### config.mk
export PLATFORM = sky130hd
export DESIGN_NAME = prog_loader
export DESIGN_NICKNAME = d
export VERILOG_FILES = /design/src/rtl/prog_loader.sv
export SDC_FILE = /design/constraint.sdc
export NUM_CORES = 1
export LEC_CHECK = 0
export BUFFER_PORTS_ARGS = -buffer_cell sky130_fd_sc_hd__buf_4
export CAP_MARGIN = 20
export CORE_MARGIN = 2
export CORE_UTILIZATION = 40
export DETAILED_ROUTE_END_ITERATION = 6
export GPL_ROUTABILITY_DRIVEN = 0
export PLACE_DENSITY = 0.7
export SLEW_MARGIN = 30
export SYNTH_ARGS = -nofsm -noshare
export SYNTH_HDL_FRONTEND = slang
export SYNTH_SLANG_ARGS = --single-unit
### constraint.sdc
create_clock -name clk -period 2.61 [get_ports clk]
set_input_delay 0.6525 -clock clk [delete_from_list [all_inputs] [get_ports clk]]
set_output_delay 0.6525 -clock clk [all_outputs]
set_load 0.01 [all_outputs]
### src/rtl/prog_loader.sv
// prog_loader: streams a counted, checksummed byte program into instruction memory while holding the CPU in reset
module prog_loader (
  input  logic        clk,
  input  logic        reset,
  input  logic        start,
  input  logic [7:0]  rx_data,
  input  logic        rx_valid,
  output logic        rx_ready,
  output logic        imem_we,
  output logic [4:0]  imem_addr,
  output logic [18:0] imem_wdata,
  output logic        cpu_hold,
  output logic        busy,
  output logic        done,
  output logic        err,
  output logic [5:0]  words_loaded
);
  typedef enum logic [3:0] {IDLE, COUNT, B0, B1, B2, WRITE, CSUM, DONE, ERR} state_t;
  state_t      state;
  logic [5:0]  n;
  logic [7:0]  acc;
  logic [18:0] word;
  logic [4:0]  addr;
  logic [5:0]  wl;
  // Load sequencer: a byte is consumed whenever rx_valid is high in a receiving state
  always_ff @(posedge clk or negedge reset)
    if (!reset) begin
      state <= IDLE;
      n     <= '0;
      acc   <= '0;
      word  <= '0;
      addr  <= '0;
      wl    <= '0;
    end else case (state)
      IDLE, DONE, ERR: if (start) begin
        state <= COUNT;
        wl    <= '0;
        addr  <= '0;
        acc   <= '0;
      end
      COUNT: if (rx_valid) begin
        n     <= rx_data[5:0];
        state <= (rx_data >= 8'd1 && rx_data <= 8'd32) ? B0 : ERR;
      end
      B0: if (rx_valid) begin
        word[18:16] <= rx_data[2:0];
        acc         <= acc ^ rx_data;
        state       <= (rx_data[7:3] != 5'd0) ? ERR : B1;
      end
      B1: if (rx_valid) begin
        word[15:8] <= rx_data;
        acc        <= acc ^ rx_data;
        state      <= B2;
      end
      B2: if (rx_valid) begin
        word[7:0] <= rx_data;
        acc       <= acc ^ rx_data;
        state     <= WRITE;
      end
      WRITE: begin
        addr  <= (addr == 5'd31) ? addr : addr + 5'd1;
        wl    <= wl + 6'd1;
        state <= (wl + 6'd1 == n) ? CSUM : B0;
      end
      CSUM: if (rx_valid) state <= (rx_data == acc) ? DONE : ERR;
      default: state <= IDLE;
    endcase
  assign rx_ready     = state inside {COUNT, B0, B1, B2, CSUM};
  assign imem_we      = state == WRITE;
  assign imem_addr    = addr;
  assign imem_wdata   = word;
  assign cpu_hold     = state != DONE;
  assign busy         = !(state inside {IDLE, DONE, ERR});
  assign done         = state == DONE;
  assign err          = state == ERR;
  assign words_loaded = wl;
endmodule

==> flow_metrics.tcl <==
set metrics [dict create \
    drt_first_pass_iters 4 \
    synth-seq-cells 48 \
    fin_setup_tns_ns 0 \
    rsz0062_at_grt "no" \
    yosysSeqAreaShare_pct 45.3 \
    p_leak_nw 1.42 \
    drive_gt1_share_pct 36.6 \
    grt_pass1_wl_um 9440 \
    power_mw 3.24 \
    period_share_pct 92.6 \
    rows 29 \
    mostFrequentLayoutCells "50 x buf_4, 48 x dfrtp_1, 27 x mux2_2, 18 x o21ai_0, 17 x nand2_1" \
    die-area_um2 7300 \
    outcome "finished, final reports clean" \
    final_cell_area_um2 3140 \
    hold_buffers 0 \
    vias 1960 \
    synth_top_cell_area_share_pct 45.3 \
    synth_fp_nets 256 \
    clk_pin_slew_ns 0.09 \
    avgViaCountPerCell 5.38 \
    synth_top_area_cell "dfrtp_1" \
    clock_path_buffers 2 \
    fin_skew_ns 0.00565 \
    areaGrowthSynthToFinish_pct 18.2 \
    antenna_left 0 \
    numCtsBuffers 5 \
    start_kind "flip-flop" \
    core_um2 6390 \
    die_w_um 85.5 \
    dpl.hpwl_um 4010 \
    ys.flop_type "dfrtp_1" \
    cts_sinks 48 \
    rrSetupSlack_ns 0.53 \
    fin_crit_ns 2.42 \
    die_height_um 85.5 \
    path_class "reg -> out" \
    wire_per_inst_um 15.4 \
    rr_worst_depth 5 \
    syn_area_um2 2650 \
    critPathMaxFanout 16 \
    drv_cap 0 \
    tightest_slew_ns 0.628 \
    ys_types 55 \
    critPathCaptureType "output port" \
    synth_edf_count 0 \
    min_path_type "in -> async" \
    drt_iter0_markers 152 \
    setup_viol 0 \
    hold_violations 0 \
    start_util_pct 41.6 \
    timing.critical_path.from "state[2]" \
    num_antenna_cells 0 \
    ir_drop_uv 652 \
    cts.root.buffer_cell "clkbuf_8" \
    slew_viol_final 0 \
    relSlewSlack_pct 58.0 \
    final_common_cell "buf_4" \
    post-cts-setup-buffers 0 \
    cts_tree "yes" \
    worstSkewPairLatency_ns 0.29 \
    grt_max_degree 49 \
    ctsResizeCount 0 \
    required_ns 1.96 \
    postSynthAreaPerCell_um2 11.0 \
    powerDensity_nw_per_um2 1030 \
    ys_async_sr_fraction_pct 100 \
    finalWirelength_um 5620 \
    synth_area_leaders "dfrtp_1 45%, mux2_2 11%, or2b_2 3.6%, o21ai_0 3.4%, xor2_1 3.0%" \
    reg2reg_from "state[2]" \
    arrival_ns 1.76 \
    cts_max_level 2 \
    clock.fmax_ghz 0.414 \
    drc 0 \
    fin_nets 302 \
    grt_overflow_total 0 \
    crit_end "busy" \
    regToRegEndpoint "acc[0]" \
    yosys_warnings 0 \
    io_pins 48 \
    placedInstanceArea_um2 3040 \
    synthCells 241 \
    antenna_found_initial 0 \
    grt_use_total_pct 16.2 \
    first_global_vias 1855 \
    port_buffers 47 \
]
==> worst max-delay path, cell delays in order, from the launching register on <==
cell and delay (ns):
dfrtp_1 0.68, and2b_1 0.31, nand3_1 0.13, inv_1 0.14, nor2_1 0.06, buf_4 0.15
==> kinds of logic after synthesis <==
family,Yosys count,synth area share (%)
and+or+nand+nor,77,17.6
DFF,48,45.3
adders and majority gates,3,1.41
muxes,27,11.5
AOI/OAI and AO/OA,54,14.1
buffers and inverters,18,4.20
xor gates and xnor gates,14,5.89
==> flip-flops by register name, summed over array words and instances, names as in the netlist <==
signal and count:
imem_wdata 19, acc 8, n 6, words_loaded 6, imem_addr 5, state 4
==> cells in the mapped netlist (all sizes together) (4+ instances only) <==
cell type / count
nand4: 4
o2bb2ai: 8
xor2: 9
or2b: 14
nor2: 13
a21oi: 5
inv: 7
xnor2: 4
clkbuf: 5
mux2: 27
a31oi: 5
nor3: 4
nand2: 17
buf: 6
nand3: 9
dfrtp: 48
o21ai: 19
==> worst min-delay path by stage <==
stage / from / end / slack (ns)
detailed placement: acc[4] / acc[4] / 0.49
CTS: reset / words_loaded[2] / 0.39
floorplan: reset / acc[0] / 0.36
global placement: acc[6] / acc[6] / 0.49
global route: reset / words_loaded[0] / 0.41
finish: reset / words_loaded[0] / 0.37
==> metrics by stage <==
step           utilization [%]  worst slack, ns  cells  hold slack (ns)
6_report                  49.1            0.193    364            0.367
5_1_grt                   49.1           0.0209    364            0.412
4_1_cts                   49.1            0.178    364            0.393
3_5_place_dp              47.6            0.501    357            0.494
3_3_place_gp              47.6            0.498    357            0.485
2_1_floorplan                -            0.616    241            0.357
==> layer usage <==
| layer | wire length [µm] | GRT usage [%] |
|---|---|---|
| met1 | 2720 | 23.8 |
| met2 | 2630 | 23.9 |
| met3 | 241 | 3.89 |
| met4 | 29 | 4.62 |
| met5 | 0 | 0 |
==> layout make-up <==
type | count | area (µm²)
Multi-Input combinational cell | 175 | 1340
Fill cell | 602 | 3250
Tap cell | 77 | 96.3
Sequential cell | 48 | 1200
Inverter | 7 | 26.3
Timing Repair Buffer | 50 | 375
Clock buffer | 7 | 96.3
==> where the power goes <==
group	switching, mW	internal, mW	leakage [nW]	total, mW
sequential	0.282	1.02	0.618	1.31
combinational	0.667	0.793	0.756	1.46
clock	0.236	0.236	0.0503	0.472
total	1.18	2.05	1.42	3.24
(Power assumes the default switching activity.)
